===== src/rtl/mac_array_ctrl.sv =====
// Sequencer for the 1-D MAC column chain: streams key vectors (LOAD), then query
// vectors (EXEC) from SRAM, then waits for the last column's fifo writes (DRAIN).
module mac_array_ctrl #(
  parameter int COL      = 8,
  parameter int KEY_LEN  = 10,
  parameter int Q_LEN    = 8,
  parameter int AW       = 6,
  parameter int KEY_BASE = 0,
  parameter int Q_BASE   = 16
) (
  input  logic          clk,
  input  logic          reset,
  input  logic          i_start,
  input  logic          i_ofifo_full,
  input  logic          i_last_wr,
  output logic          o_mem_cen,
  output logic [AW-1:0] o_mem_addr,
  output logic [1:0]    o_inst,
  output logic          o_busy,
  output logic          o_done
);

  localparam int              CW         = AW + 1;
  localparam logic [CW-1:0]   CNT_ZERO   = {CW{1'b0}};
  localparam logic [CW-1:0]   CNT_ONE    = {{(CW-1){1'b0}}, 1'b1};
  localparam logic [CW-1:0]   KEY_LEN_C  = CW'(KEY_LEN);
  localparam logic [CW-1:0]   Q_LEN_C    = CW'(Q_LEN);
  localparam logic [AW-1:0]   KEY_BASE_A = AW'(KEY_BASE);
  localparam logic [AW-1:0]   Q_BASE_A   = AW'(Q_BASE);
  // A run is only launched for a legal chain configuration.
  localparam logic            CFG_OK     = (COL >= 1) && (KEY_LEN >= 1) &&
                                           (Q_LEN >= 1) && (Q_LEN <= (1 << AW));

  typedef enum logic [1:0] {
    S_IDLE  = 2'd0,
    S_LOAD  = 2'd1,
    S_EXEC  = 2'd2,
    S_DRAIN = 2'd3
  } state_t;

  state_t        r_state, w_state_nxt;
  logic [CW-1:0] r_cnt, w_cnt_nxt;
  logic [CW-1:0] r_wcnt, w_wcnt_nxt;
  logic [CW-1:0] w_wcnt_inc;
  logic          w_wr_in;
  logic          r_mem_cen, w_mem_cen_nxt;
  logic [AW-1:0] r_mem_addr, w_mem_addr_nxt;
  logic [1:0]    r_inst, w_inst_nxt;
  logic          r_busy, w_busy_nxt;
  logic          r_done, w_done_nxt;

  // r_state names the phase of the beat currently on the SRAM port, so the
  // instruction for column 0 is simply that beat's type one cycle later.
  assign w_wr_in    = i_last_wr && ((r_state == S_EXEC) || (r_state == S_DRAIN));
  assign w_wcnt_inc = r_wcnt + {{(CW-1){1'b0}}, w_wr_in};

  // Next-state, issue and output decode.
  always_comb begin
    w_state_nxt    = r_state;
    w_cnt_nxt      = r_cnt;
    w_wcnt_nxt     = r_wcnt;
    w_mem_cen_nxt  = 1'b1;
    w_mem_addr_nxt = r_mem_addr;
    w_done_nxt     = 1'b0;

    if (!r_mem_cen && (r_state == S_LOAD)) begin
      w_inst_nxt = 2'b01;
    end else if (!r_mem_cen && (r_state == S_EXEC)) begin
      w_inst_nxt = 2'b10;
    end else begin
      w_inst_nxt = 2'b00;
    end

    case (r_state)
      S_IDLE: begin
        w_wcnt_nxt = CNT_ZERO;
        // A start seen while the done pulse is still out belongs to the old run.
        if (i_start && !r_done && CFG_OK) begin
          w_state_nxt    = S_LOAD;
          w_mem_cen_nxt  = 1'b0;
          w_mem_addr_nxt = KEY_BASE_A;
          w_cnt_nxt      = CNT_ONE;
        end else begin
          w_cnt_nxt = CNT_ZERO;
        end
      end
      S_LOAD: begin
        w_wcnt_nxt = CNT_ZERO;
        if (r_cnt < KEY_LEN_C) begin
          w_mem_cen_nxt  = 1'b0;
          w_mem_addr_nxt = KEY_BASE_A + r_cnt[AW-1:0];
          w_cnt_nxt      = r_cnt + CNT_ONE;
        end else if (!i_ofifo_full) begin
          w_state_nxt    = S_EXEC;
          w_mem_cen_nxt  = 1'b0;
          w_mem_addr_nxt = Q_BASE_A;
          w_cnt_nxt      = CNT_ONE;
        end else begin
          w_state_nxt    = S_EXEC;
          w_mem_addr_nxt = Q_BASE_A;
          w_cnt_nxt      = CNT_ZERO;
        end
      end
      S_EXEC: begin
        w_wcnt_nxt = w_wcnt_inc;
        if (r_cnt >= Q_LEN_C) begin
          w_state_nxt = S_DRAIN;
        end else if (!i_ofifo_full) begin
          w_mem_cen_nxt  = 1'b0;
          w_mem_addr_nxt = Q_BASE_A + r_cnt[AW-1:0];
          w_cnt_nxt      = r_cnt + CNT_ONE;
        end else begin
          w_mem_addr_nxt = Q_BASE_A + r_cnt[AW-1:0];
        end
      end
      S_DRAIN: begin
        if (w_wcnt_inc >= Q_LEN_C) begin
          w_state_nxt = S_IDLE;
          w_done_nxt  = 1'b1;
          w_wcnt_nxt  = CNT_ZERO;
          w_cnt_nxt   = CNT_ZERO;
        end else begin
          w_wcnt_nxt = w_wcnt_inc;
        end
      end
      default: begin
        w_state_nxt = S_IDLE;
        w_cnt_nxt   = CNT_ZERO;
        w_wcnt_nxt  = CNT_ZERO;
      end
    endcase

    w_busy_nxt = (w_state_nxt != S_IDLE);
  end

  // State, counters and registered outputs.
  always_ff @(posedge clk or posedge reset) begin
    if (reset) begin
      r_state    <= S_IDLE;
      r_cnt      <= CNT_ZERO;
      r_wcnt     <= CNT_ZERO;
      r_mem_cen  <= 1'b1;
      r_mem_addr <= {AW{1'b0}};
      r_inst     <= 2'b00;
      r_busy     <= 1'b0;
      r_done     <= 1'b0;
    end else begin
      r_state    <= w_state_nxt;
      r_cnt      <= w_cnt_nxt;
      r_wcnt     <= w_wcnt_nxt;
      r_mem_cen  <= w_mem_cen_nxt;
      r_mem_addr <= w_mem_addr_nxt;
      r_inst     <= w_inst_nxt;
      r_busy     <= w_busy_nxt;
      r_done     <= w_done_nxt;
    end
  end

  assign o_mem_cen  = r_mem_cen;
  assign o_mem_addr = r_mem_addr;
  assign o_inst     = r_inst;
  assign o_busy     = r_busy;
  assign o_done     = r_done;

endmodule


===== config.mk =====
export PLATFORM = sky130hd
export DESIGN_NAME = mac_array_ctrl
export DESIGN_NICKNAME = d
export VERILOG_FILES = /design/src/rtl/mac_array_ctrl.sv
export SDC_FILE = /design/constraint.sdc
export NUM_CORES = 1
export LEC_CHECK = 0
export ABC_CLOCK_PERIOD_IN_PS = 7530
export BUFFER_PORTS_ARGS = -buffer_cell sky130_fd_sc_hd__clkbuf_2
export CAP_MARGIN = 30
export CELL_PAD_IN_SITES_DETAIL_PLACEMENT = 1
export CELL_PAD_IN_SITES_GLOBAL_PLACEMENT = 2
export CORE_ASPECT_RATIO = 0.75
export CORE_MARGIN = 3
export CORE_UTILIZATION = 43
export CTS_BUF_LIST = sky130_fd_sc_hd__clkbuf_8
export CTS_CLUSTER_DIAMETER = 40
export DETAILED_ROUTE_END_ITERATION = 8
export PLACE_DENSITY = 0.93
export SETUP_SLACK_MARGIN = 0.5
export SYNTH_ARGS = -nofsm -noshare
export SYNTH_HDL_FRONTEND = slang
export SYNTH_SLANG_ARGS = --single-unit

===== constraint.sdc =====
create_clock -name clk -period 7.53 [get_ports clk]
set_input_delay 1.1295 -clock clk [delete_from_list [all_inputs] [get_ports clk]]
set_output_delay 1.1295 -clock clk [all_outputs]
set_load 0.005 [all_outputs]

# After elaboration in Yosys (flattened, before gate mapping)
# Cells that the tools add are included.
totals:
  reg_bits: 27
  out_inout_bits: 11
  elab_cells: 61
op_classes:
  add_sub_neg: 3
  order_cmp: 3
  n_eq_ne: 7
  mux: 27
  reduce_logical: 13
ops:
  columns: ["cell", "count"]
  rows:
  - ["2-to-1 mux 7 bit", 5]
  - ["one-hot mux 7 bit (4 select lines)", 1]
  - ["one-hot mux 7 bit (3 select lines)", 1]
  - ["2-to-1 mux 6 bit", 3]
  - ["one-hot mux 6 bit (3 select lines)", 1]
  - [">= comparator 7 x 4 -> 1 bit, second input constant", 2]
  - ["2-to-1 mux 2 bit", 6]
  - ["2-to-1 mux 1 bit", 8]
  - ["one-hot mux 2 bit (4 select lines)", 1]
  - ["adder 7 x 1 -> 7 bit", 1]
  - ["adder 7 x 1 -> 7 bit, second input constant", 1]
  - ["< comparator 7 x 4 -> 1 bit, second input constant", 1]
  - ["adder 5 x 6 -> 6 bit, first input constant", 1]
  - ["!= test 2 bit, second input constant", 3]
  - ["AND reduction 3 bit", 2]
  - ["equality test 2 bit, second input constant", 2]
  - ["logical AND 1 bit", 4]
  - ["one-hot mux 1 bit (3 select lines)", 1]
  - ["nonzero test 3 bit", 1]
  - ["equality test 2 x 1 -> 1 bit, second input constant", 1]
  - ["zero test 1 bit", 2]
  - ["zero test 2 bit", 1]
  - ["!= test 2 x 1 -> 1 bit, second input constant", 1]
  - ["nonzero test 2 bit", 1]
  - ["2 further kinds", 2]

# Depth between registers and ports, before layout
# Gate-level depths: netlist of run 1.
logic_depth:
  ltp_word: 8
  ltp_mapped: 12
  depth_no_buf: 10

# Worst setup path before layout of run 1
# No wires, ideal clock.
synth_path:
  path_type: "input to register"
  from: "input i_last_wr"
  to: "register r_cnt[0]"
  setup_ps: 125
  arrival_ps: 2839
  required_ps: 7405
  setup_slack_ps: 4566
  path_stages: 9
  cell_sequence: "o21a_1 > ha_1 > ha_1 > xnor2_1 > and4_4 > o211ai_4 > and2_4 > buf_8 > mux2_4"
synth_via:
  elab_chain_cells: 5
synth_lines:
  columns: ["item", "line", "source"]
  rows:
  - ["start: declaration", "15", "input logic i_last_wr,"]
  - ["logical AND 1 bit", "54", "assign w_wr_in = i_last_wr && ((r_state == S_EXEC) || (r_state == S_DRAIN));"]
  - ["adder 7 x 1 -> 7 bit", "55", "assign w_wcnt_inc = r_wcnt + {{(CW-1){1'b0}}, w_wr_in};"]
  - [">= comparator 7 x 4 -> 1 bit", "117", "if (w_wcnt_inc >= Q_LEN_C) begin"]
  - ["!= test 2 x 1 -> 1 bit (no source line)", null, null]
  - ["AND reduction 3 bit (no source line)", null, null]
  - ["end signal: assignment", "149", "r_cnt <= w_cnt_nxt;"]
  - ["end: declaration", "42", "logic [CW-1:0] r_cnt, w_cnt_nxt;"]
# No other way between the ends.
# A chain may end at the register's enable or synchronous reset.

# Worst setup path in the final report of run 1
layout_path:
  from: "register r_state[0]"
  to: "register r_cnt[1]"
layout_via:
  elab_chain_cells: 7
  word_cells_on_any_way: 13
  cone_classes: "1 x add/sub; 1 x order compare; 6 x eq/ne; 1 x mux; 4 x reduce/logical"
layout_lines:
  columns: ["item", "line", "source"]
  rows:
  - ["start: declaration", "41", "state_t r_state, w_state_nxt;"]
  - ["start signal: assignment", "148", "r_state <= w_state_nxt;"]
  - ["equality test 2 bit", "54, 74", null]
  - ["logical OR 1 bit", "54", null]
  - ["logical AND 1 bit", "54", null]
  - ["adder 7 x 1 -> 7 bit", "55", null]
  - [">= comparator 7 x 4 -> 1 bit", "117", null]
  - ["!= test 2 x 1 -> 1 bit (no source line)", null, null]
  - ["AND reduction 3 bit (no source line)", null, null]
# Several ways; a longest one is shown, not always the timed one.

==> results.ini, run 1 <==
[outcome]
run_status=complete, no violations

[die]
rows=17
design.core.area_sq_um=3110
ioPinCount=16
die_area_sq_um=4190
die_w_um=73.8
initial_core_util=0.477
dieHeight_um=56.8

[global_routing]
grt_max_degree=18
grt_use_total=0.178
grt_pass1_vias=1129
antenna_found_initial=0
gr-total-overflow=0
grt_pass1_wl_um=5770

[clock_tree]
post_cts_buffers=0
cts_hold_buf=0
h-tree-depth=1
cts_tree=done
clk-insertion-delay-late_ns=0.27
cts-root-buf=clkbuf_8
cts_sinks=27
cts_buffer_depth=2
numCtsBuffers=3
path_clk_slew_ns=0.09
post_cts_resized=0

[cells_and_area]
layout.nets=167
diodes=0
final_cells=189
layout-area-overhead-vs-synth_pct=11.7
fill_cells=352
drive_above_1_share=0.225
design_area_sq_um=1650

[timing]
max_freq_mhz=332
fin_skew_ns=0.00775
slew_violations=0
finalHoldViolations=0
timing.setup.tns_ns=0
min_period_over_period=0.400
rsz0062_at_grt=no
tightest_slew_ns=0.494
finalCriticalPeriod_ns=3.01
setup_viol=0
slew_headroom=0.670

[synthesis]
yosysSeqAreaShare=0.457
synth_area_sq_um=1480
yosys.area.top_type=dfrtp_1
yosysWarningCount=0
synth_cell_types=44
synth.avg_cell_area_sq_um=11.1
synth-seq-cells=27
synth_top_area_share=0.439
syn-num-nets=149
synth_area_leaders=dfrtp_1 44%, ha_1 8.4%, a22o_1 3.5%, o21ai_0 2.7%, xnor2_1 2.4%
syn_inst=134

[hold_path]
hold_class=reg -> reg

[critical_path]
cp.required_ns=7.70
cp-start-kind=flop
reg2reg_depth=10
arrival_ns=3.18
timing.rr.start=r_state[0]
cp-end-kind=flop
worstSetupPathType=reg -> reg
crit_path_end=r_cnt[1]
worst-r2r-setup-slack_ns=4.52
timing.rr.end=r_cnt[1]
crit_start=r_state[0]
cp_max_fo=9

[detailed_routing]
dr_total_vias=1080
drt_iter0_markers=51
wl_per_cell_um=18.0
drt_first_pass_iters=4
antenna_left=0
viasPerCell=5.71
drc=0
routed_wl_um=3410

[power]
seqPwrFrac=0.498
p_switching_uw=116
p_sw_frac=0.324
p_int_uw=242
leakagePower_uw=0.000787
p_comb_frac=0.274
ir_worst_vdd_uv=79.9
p_clk_frac=0.228
p_per_area_nw_per_um2=217

[place]
place.port_buffers=15
placed_cells=185
gp_congestion=0.760
placed_cell_area_sq_um=1610
detailedPlacementHpwl_um=2590

[job]
drv_cap=0

==> per-stage QoR <==
step,utilization,setup slack (ns),hold WS (ns),power (uW)
after floorplan,-,4.57,0.473,247
after global placement,0.509,4.45,0.466,274
after CTS,0.533,4.52,0.512,361
final,0.533,4.52,0.504,359
after detailed placement,0.518,4.32,0.491,280
after global routing,0.533,4.33,0.548,380
==> critical path, cell delays in order (launching register included) <==
cell	delay (ns)
dfrtp_1	0.44
inv_1	0.13
ha_1	0.38
o21a_1	0.18
ha_1	0.23
ha_1	0.32
xnor2_1	0.12
and4_4	0.22
o211ai_4	0.31
and2_4	0.27
mux2_4	0.31
==> worst min path at each step <==
stage,start,end,depth (start not counted)
global placement,o_mem_addr[5],o_mem_addr[5],2
global route,o_mem_addr[2],o_mem_addr[2],1
floorplan,o_mem_addr[4],o_mem_addr[4],2
detailed placement,o_mem_addr[5],o_mem_addr[5],2
CTS,o_mem_addr[5],o_mem_addr[5],2
finish,o_mem_addr[5],o_mem_addr[5],2
==> synthesized netlist by cell type (all sizes together) <==
library cell  instances
a41oi                 1
a31oi                 4
nand3                 4
a21boi                2
inv                   7
nor2                  9
dfstp                 1
o211ai                4
o21ai                 8
and2                  4
nand2                 6
a311o                 1
o21a                  1
xnor2                 4
o41ai                 1
a22oi                 1
and4                  3
nor3b                 3
buf                   2
nand2b                1
nor3                  3
mux2                  2
a22o                  6
or2                   2
nand3b                1
xor2                  3
a21oi                 4
a211oi                1
dfrtp                26
nor2b                 3
ha                   10
o31ai                 1
clkbuf                1
and3                  4
==> state kept, by name, summed over array words and instances (netlist names) <==
register    flops
r_cnt           7
o_inst          2
r_state         2
o_done          1
o_busy          1
r_wcnt          7
o_mem_addr      6
o_mem_cen       1
==> routing by layer <==
metal	track usage	share of wire	up-vias
li1	-	-	515
met4	0.0233	0.0067	0
met1	0.259	0.50	548
met2	0.279	0.46	15
met3	0.0322	0.035	2
met5	0	0	-
==> final cells by class <==
class | count | area, sq um | area share
repair buffers | 16 | 103 | 0.0620
well taps | 38 | 47.5 | 0.0287
inverters | 7 | 26.3 | 0.0159
multi-input cells | 97 | 754 | 0.456
clock inverters | 1 | 5.00 | 0.00303
clock buffers | 3 | 41.3 | 0.0250
flip-flops and latches | 27 | 677 | 0.409
==> power groups by stage <==
stage	sequential (uW)	combinational, uW	clock [uW]
floorplan	179	68.0	0
global placement	181	93.1	0
detailed placement	181	98.8	0
CTS	178	99.2	83.2
global route	181	111	88.7
finish	179	98.4	81.9
==> cell families after synthesis <==
logic type                 share of synthesized area
adders and majority gates                     0.0845
and+or+nand+nor                                0.174
xor gates and xnor gates                      0.0414
DFF                                            0.457
AOI/OAI and AO/OA                              0.189
buffers and inverters                         0.0338
muxes                                         0.0203
==> cell usage in the layout (no fill, tap or decap), types with 2 or more instances in the layout <==
cell type,synthesis,layout
and4_1,2,2
nor3b_1,2,2
clkbuf_8,0,3
dfrtp_1,26,26
nor3_1,3,3
nor2b_1,3,3
clkbuf_2,0,15
and2_1,2,2
a31oi_1,4,4
nand2_1,6,6
mux2_4,2,2
or2_1,2,2
ha_1,10,10
a21oi_1,4,4
and3_1,2,2
xor2_1,3,3
nand3_1,3,3
xnor2_1,4,4
o21ai_0,8,8
o211ai_1,3,3
inv_1,7,7
nor2_1,9,9
a22o_1,6,6
No activity file was read; power rests on OpenSTA's default activity.
==> run 2: changes to the inputs <==
- ABC_CLOCK_PERIOD_IN_PS: 7530 -> 2500
- CORE_UTILIZATION: 43 -> 36
- PLACE_DENSITY: 0.93 -> 0.83
- clock period: 7.53 -> 2.5 ns (I/O delays scaled with it)
==> results.ini, run 2 (synthesized netlist as in run 1, its figures left out) <==
[critical_path]
cp-start-kind=flop  ; unchanged
worstSetupPathType=reg -> reg  ; unchanged
cp-end-kind=flop  ; unchanged
timing.rr.end=r_cnt[1]  ; unchanged
cp_max_fo=7  ; was 9
reg2reg_depth=10  ; unchanged
timing.rr.start=r_state[0]  ; unchanged
arrival_ns=2.58  ; was 3.18 ns
cp.required_ns=2.67  ; was 7.70 ns
worst-r2r-setup-slack_ns=0.09  ; was 4.52 ns

[timing]
slew_headroom=0.540  ; was 0.670
max_freq_mhz=415  ; was 332 MHz
min_period_over_period=0.964  ; was 0.400
fin_ws_ns=0.0889  ; was 4.52 ns
fin_skew_ns=0.00198  ; was 0.00775 ns
finalHoldViolations=0  ; unchanged
finalCriticalPeriod_ns=2.41  ; was 3.01 ns
rsz0062_at_grt=yes  ; was no
setup_viol=0  ; unchanged
tightest_slew_ns=0.682  ; was 0.494 ns
slew_violations=0  ; unchanged
timing.setup.tns_ns=0  ; unchanged

[detailed_routing]
drc=0  ; unchanged
drt_first_pass_iters=4  ; unchanged
wl_per_cell_um=17.6  ; was 18.0 um
viasPerCell=5.19  ; was 5.71
dr_total_vias=1152  ; was 1080
routed_wl_um=3910  ; was 3410 um
antenna_left=0  ; unchanged
drt_iter0_markers=38  ; was 51

[hold_path]
hold_class=in -> async  ; was reg -> reg

[outcome]
run_status=complete, no violations  ; unchanged

[clock_tree]
h-tree-depth=1  ; unchanged
cts_hold_buf=0  ; unchanged
path_clk_slew_ns=0.09  ; about the same
cts_buffer_depth=2  ; unchanged
cts-root-buf=clkbuf_8  ; unchanged
numCtsBuffers=3  ; unchanged
clk-insertion-delay-late_ns=0.27  ; about the same
cts_tree=done  ; unchanged
cts_sinks=27  ; unchanged

[power]
ir_worst_vdd_uv=333  ; was 79.9 uV
p_clk_frac=0.188  ; was 0.228
p_comb_frac=0.403  ; was 0.274
p_int_uw=883  ; was 242 uW
p_sw_frac=0.329  ; was 0.324
p_switching_uw=432  ; was 116 uW
p_per_area_nw_per_um2=680  ; was 217 nW/um^2
seqPwrFrac=0.409  ; was 0.498
leakagePower_uw=0.000874  ; was 0.000787 uW

[die]
rows=19  ; was 17
die_w_um=80.1  ; was 73.8 um
die_area_sq_um=4930  ; was 4190 sq um
design.core.area_sq_um=3800  ; was 3110 sq um
ioPinCount=16  ; unchanged
initial_core_util=0.389  ; was 0.477
dieHeight_um=61.6  ; was 56.8 um

[global_routing]
grt_use_total=0.169  ; was 0.178
grt_pass1_vias=1228  ; was 1129
antenna_found_initial=0  ; unchanged
gr-total-overflow=0  ; unchanged
grt_pass1_wl_um=6250  ; was 5770 um
grt_max_degree=28  ; was 18

[place]
placed_cells=202  ; was 185
detailedPlacementHpwl_um=2620  ; was 2590 um
placed_cell_area_sq_um=1660  ; was 1610 sq um
place.port_buffers=15  ; unchanged
gp_congestion=0.814  ; was 0.760
pre_cts_slack_ns=0.0245  ; was 4.32 ns

[cells_and_area]
final_cells=222  ; was 189
layout-area-overhead-vs-synth_pct=30.5  ; was 11.7%
final_common_cell=dfrtp_1  ; unchanged
drive_above_1_share=0.406  ; was 0.225
diodes=0  ; unchanged
final_cell_mix=25 x dfrtp_1, 17 x buf_4, 15 x clkbuf_2, 7 x o21ai_0  ; was 26 x dfrtp_1, 15 x clkbuf_2, 10 x ha_1, 9 x nor2_1, 8 x o21ai_0
design_area_sq_um=1930  ; was 1650 sq um
layout.nets=186  ; was 167

[job]
drv_cap=0  ; unchanged

-- run 2: changes by cell type in the layout (fill, tap and decap cells not counted), moves of 2 or more --
cell / before / now
nor2_2: 0 / 2
ha_1: 10 / 5
buf_4: 0 / 17
ha_4: 0 / 4
nor2_1: 9 / 6
buf_6: 0 / 3
-- run 2: cell type report --
cell class | instances | area, sq um
Sequential cell | 27 | 678
Clock inverter | 1 | 5.00
Tap cell | 52 | 65.1
Fill cell | 422 | 1870
Clock buffer | 3 | 41.3
Multi-Input combinational cell | 97 | 881
Timing Repair Buffer | 35 | 236
Inverter | 7 | 26.3
-- run 2: what timing repair did --
item,in CTS,in global routing
hold endpoints to repair,0,0
resized for setup,6,17
pin swaps,5,7
setup buffers,8,8
setup endpoints to repair,16,22
-- run 2: critical path, cell delays in order (launching register included) --
cell and delay (ns):
dfrtp_1 0.42, inv_2 0.08, ha_4 0.16, o21a_1 0.21, ha_4 0.19, ha_4 0.18
xor2_2 0.19, o31ai_4 0.24, o211ai_4 0.12, and2_4 0.21, mux2_4 0.29
-- run 2: routing by layer --
layer,GRT usage,share of wire,vias to the layer above
li1,-,-,553
met1,0.236,0.50,576
met2,0.263,0.47,19
met3,0.0365,0.021,4
met4,0.0578,0.0095,0
met5,0,0,-
-- run 2: stage by stage --
step / hold WS [ns] / power (uW) / utilization
6_report: 0.132 / 1310 / 0.508
5_1_grt: 0.176 / 1410 / 0.508
4_1_cts: 0.141 / 1190 / 0.472
3_5_place_dp: 0.447 / 846 / 0.437
3_3_place_gp: 0.432 / 831 / 0.437
2_1_floorplan: 0.427 / 745 / -
-- run 2: power by group through the flow --
stage	combinational, uW	clock, uW	sequential, uW
floorplan	205	0	540
global placement	286	0	545
detailed placement	295	0	550
CTS	394	259	537
global route	582	275	548
finish	530	248	537
-- run 2: worst max path at each step --
stage,from,to,slack (ns),depth (start not counted)
6_report,r_state[0],r_cnt[1],0.09,10
3_3_place_gp,r_state[0],r_cnt[1],0.1,9
3_5_place_dp,r_state[0],r_cnt[1],0.02,10
2_1_floorplan,r_state[0],r_cnt[0],-0.12,12
4_1_cts,r_state[0],r_cnt[1],0.16,10
5_1_grt,r_state[0],r_cnt[0],0.02,10
==> run 3: changes to the inputs <==
- SETUP_SLACK_MARGIN: 0.5 -> 0.2
==> results.ini, run 3 (synthesized netlist as in run 1, its figures left out) <==
[outcome]
run_status=complete, no violations  ; unchanged

[critical_path]
arrival_ns=2.55  ; was 2.58 ns
timing.rr.end=r_cnt[0]  ; was r_cnt[1]
reg2reg_depth=10  ; unchanged
cp-end-kind=flop  ; unchanged
cp.required_ns=2.67  ; about the same
path_cells=inv_2 -> ha_4 -> o21a_1 -> ha_4 -> ha_4 -> xor2_2 -> o31ai_4 -> o211ai_4 -> and2_4 -> mux2_4  ; unchanged
worst-r2r-setup-slack_ns=0.12  ; was 0.09 ns
path_buf_inv=1  ; unchanged
crit_path_frequent_cell=ha_4  ; unchanged
path_delay_family=compound AO/OA/AOI/OAI gates  ; unchanged
cp_slowest_cell=dfrtp_2  ; was dfrtp_1
cp-start-kind=flop  ; unchanged
timing.rr.start=r_state[0]  ; unchanged
cp_max_fo=6  ; was 7
critPathMaxStageDelay_ns=0.43  ; was 0.42 ns
worstSetupPathType=reg -> reg  ; unchanged

[timing]
min_period_over_period=0.951  ; was 0.964
rsz0062_at_grt=yes  ; unchanged
slew_headroom=0.689  ; was 0.540
timing.setup.tns_ns=0  ; unchanged
max_freq_mhz=421  ; was 415 MHz
slew_violations=0  ; unchanged
tightest_slew_ns=0.464  ; was 0.682 ns
fin_ws_ns=0.123  ; was 0.0889 ns
finalCriticalPeriod_ns=2.38  ; was 2.41 ns
setup_viol=0  ; unchanged
finalHoldViolations=0  ; unchanged
fin_skew_ns=0.00291  ; was 0.00198 ns

[detailed_routing]
wl_per_cell_um=18.0  ; was 17.6 um
viasPerCell=5.46  ; was 5.19
drt_iter0_markers=70  ; was 38
antenna_left=0  ; unchanged
dr_total_vias=1184  ; was 1152
drt_first_pass_iters=5  ; was 4
drc=0  ; unchanged
routed_wl_um=3900  ; was 3910 um

[clock_tree]
h-tree-depth=1  ; unchanged
clk-insertion-delay-late_ns=0.28  ; was 0.27 ns
cts_buffer_depth=2  ; unchanged
numCtsBuffers=3  ; unchanged
cts_tree=done  ; unchanged
path_clk_slew_ns=0.10  ; was 0.09 ns
cts_hold_buf=0  ; unchanged
cts-root-buf=clkbuf_8  ; unchanged
cts_sinks=27  ; unchanged

[power]
leakagePower_uw=0.000844  ; was 0.000874 uW
p_per_area_nw_per_um2=624  ; was 680 nW/um^2
ir_worst_vdd_uv=249  ; was 333 uV
total_power_uw=1170  ; was 1310 uW

[die]
initial_core_util=0.389  ; unchanged
rows=19  ; unchanged
die_w_um=80.1  ; unchanged
die_area_sq_um=4930  ; unchanged
dieHeight_um=61.6  ; unchanged
design.core.area_sq_um=3800  ; unchanged
ioPinCount=16  ; unchanged

[global_routing]
grt_pass1_wl_um=6080  ; was 6250 um
gr-total-overflow=0  ; unchanged
grt_use_total=0.162  ; was 0.169
grt_max_degree=28  ; unchanged
antenna_found_initial=0  ; unchanged
grt_pass1_vias=1234  ; was 1228

[job]
drv_cap=0  ; unchanged

[place]
gp_congestion=0.808  ; was 0.814
pre_cts_slack_ns=0.00452  ; was 0.0245 ns
detailedPlacementHpwl_um=2580  ; was 2620 um
placed_cell_area_sq_um=1660  ; unchanged
place.port_buffers=15  ; unchanged

[cells_and_area]
layout.nets=181  ; was 186
fill_cells=430  ; was 422
final_common_cell=dfrtp_1  ; unchanged
layout-area-overhead-vs-synth_pct=26.1  ; was 30.5%
design_area_sq_um=1870  ; was 1930 sq um
final_cell_mix=24 x dfrtp_1, 15 x clkbuf_2, 14 x buf_4, 8 x o21ai_0  ; was 25 x dfrtp_1, 17 x buf_4, 15 x clkbuf_2, 7 x o21ai_0
fin_util=0.491  ; was 0.508
drive_above_1_share=0.388  ; was 0.406
diodes=0  ; unchanged

[hold_path]
hold_class=in -> async  ; unchanged

run 3: worst max path at each step:
stage,startpoint,slack [ns],depth (start not counted),to
after CTS,r_state[1],0.17,9,r_cnt[1]
after global routing,r_state[0],0.08,10,r_cnt[0]
final,r_state[0],0.12,10,r_cnt[0]
after global placement,r_state[0],0.1,9,r_cnt[1]
after floorplan,r_state[0],-0.12,12,r_cnt[0]
after detailed placement,r_state[0],0.005,10,r_cnt[1]
run 3: where the power goes:
group	switching [uW]	leakage (uW)	internal, uW
clock	144	0.0000255	112
combinational	206	0.000455	160
sequential	51.2	0.000363	492
total	401	0.000844	764
run 3: per-stage QoR:
stage	std cells	hold WS [ns]
after CTS	213	0.148
after detailed placement	202	0.449
after floorplan	134	0.427
final	217	0.133
after global routing	217	0.171
after global placement	202	0.432
run 3: worst min-delay path, cell delays in order:
cell	delay, ns
clkbuf_2	0.08
inv_1	0.04
buf_4	0.33
run 3: final cells by class:
class                           instances  area, sq um  share of cell area
Clock inverter                          1         5.00             0.00268
Sequential cell                        27          679               0.364
Multi-Input combinational cell         97          860               0.460
Timing Repair Buffer                   30          191               0.102
Clock buffer                            3         41.3              0.0221
Tap cell                               52         65.1              0.0348
Inverter                                7         26.3              0.0141
run 3: routing by layer:
layer  global-route usage  vias up  share of wire
met3               0.0395        4          0.036
met2                0.287       26           0.50
li1                     -      543              -
met5                    0        -              0
met1                0.204      611           0.45
met4               0.0361        0          0.013
run 3: what timing repair did:
item / CTS / global route
setup buffers: 7 / 4
pin swaps: 4 / 4
endpoints found under the setup margin: 15 / 14
gates resized for setup: 7 / 10
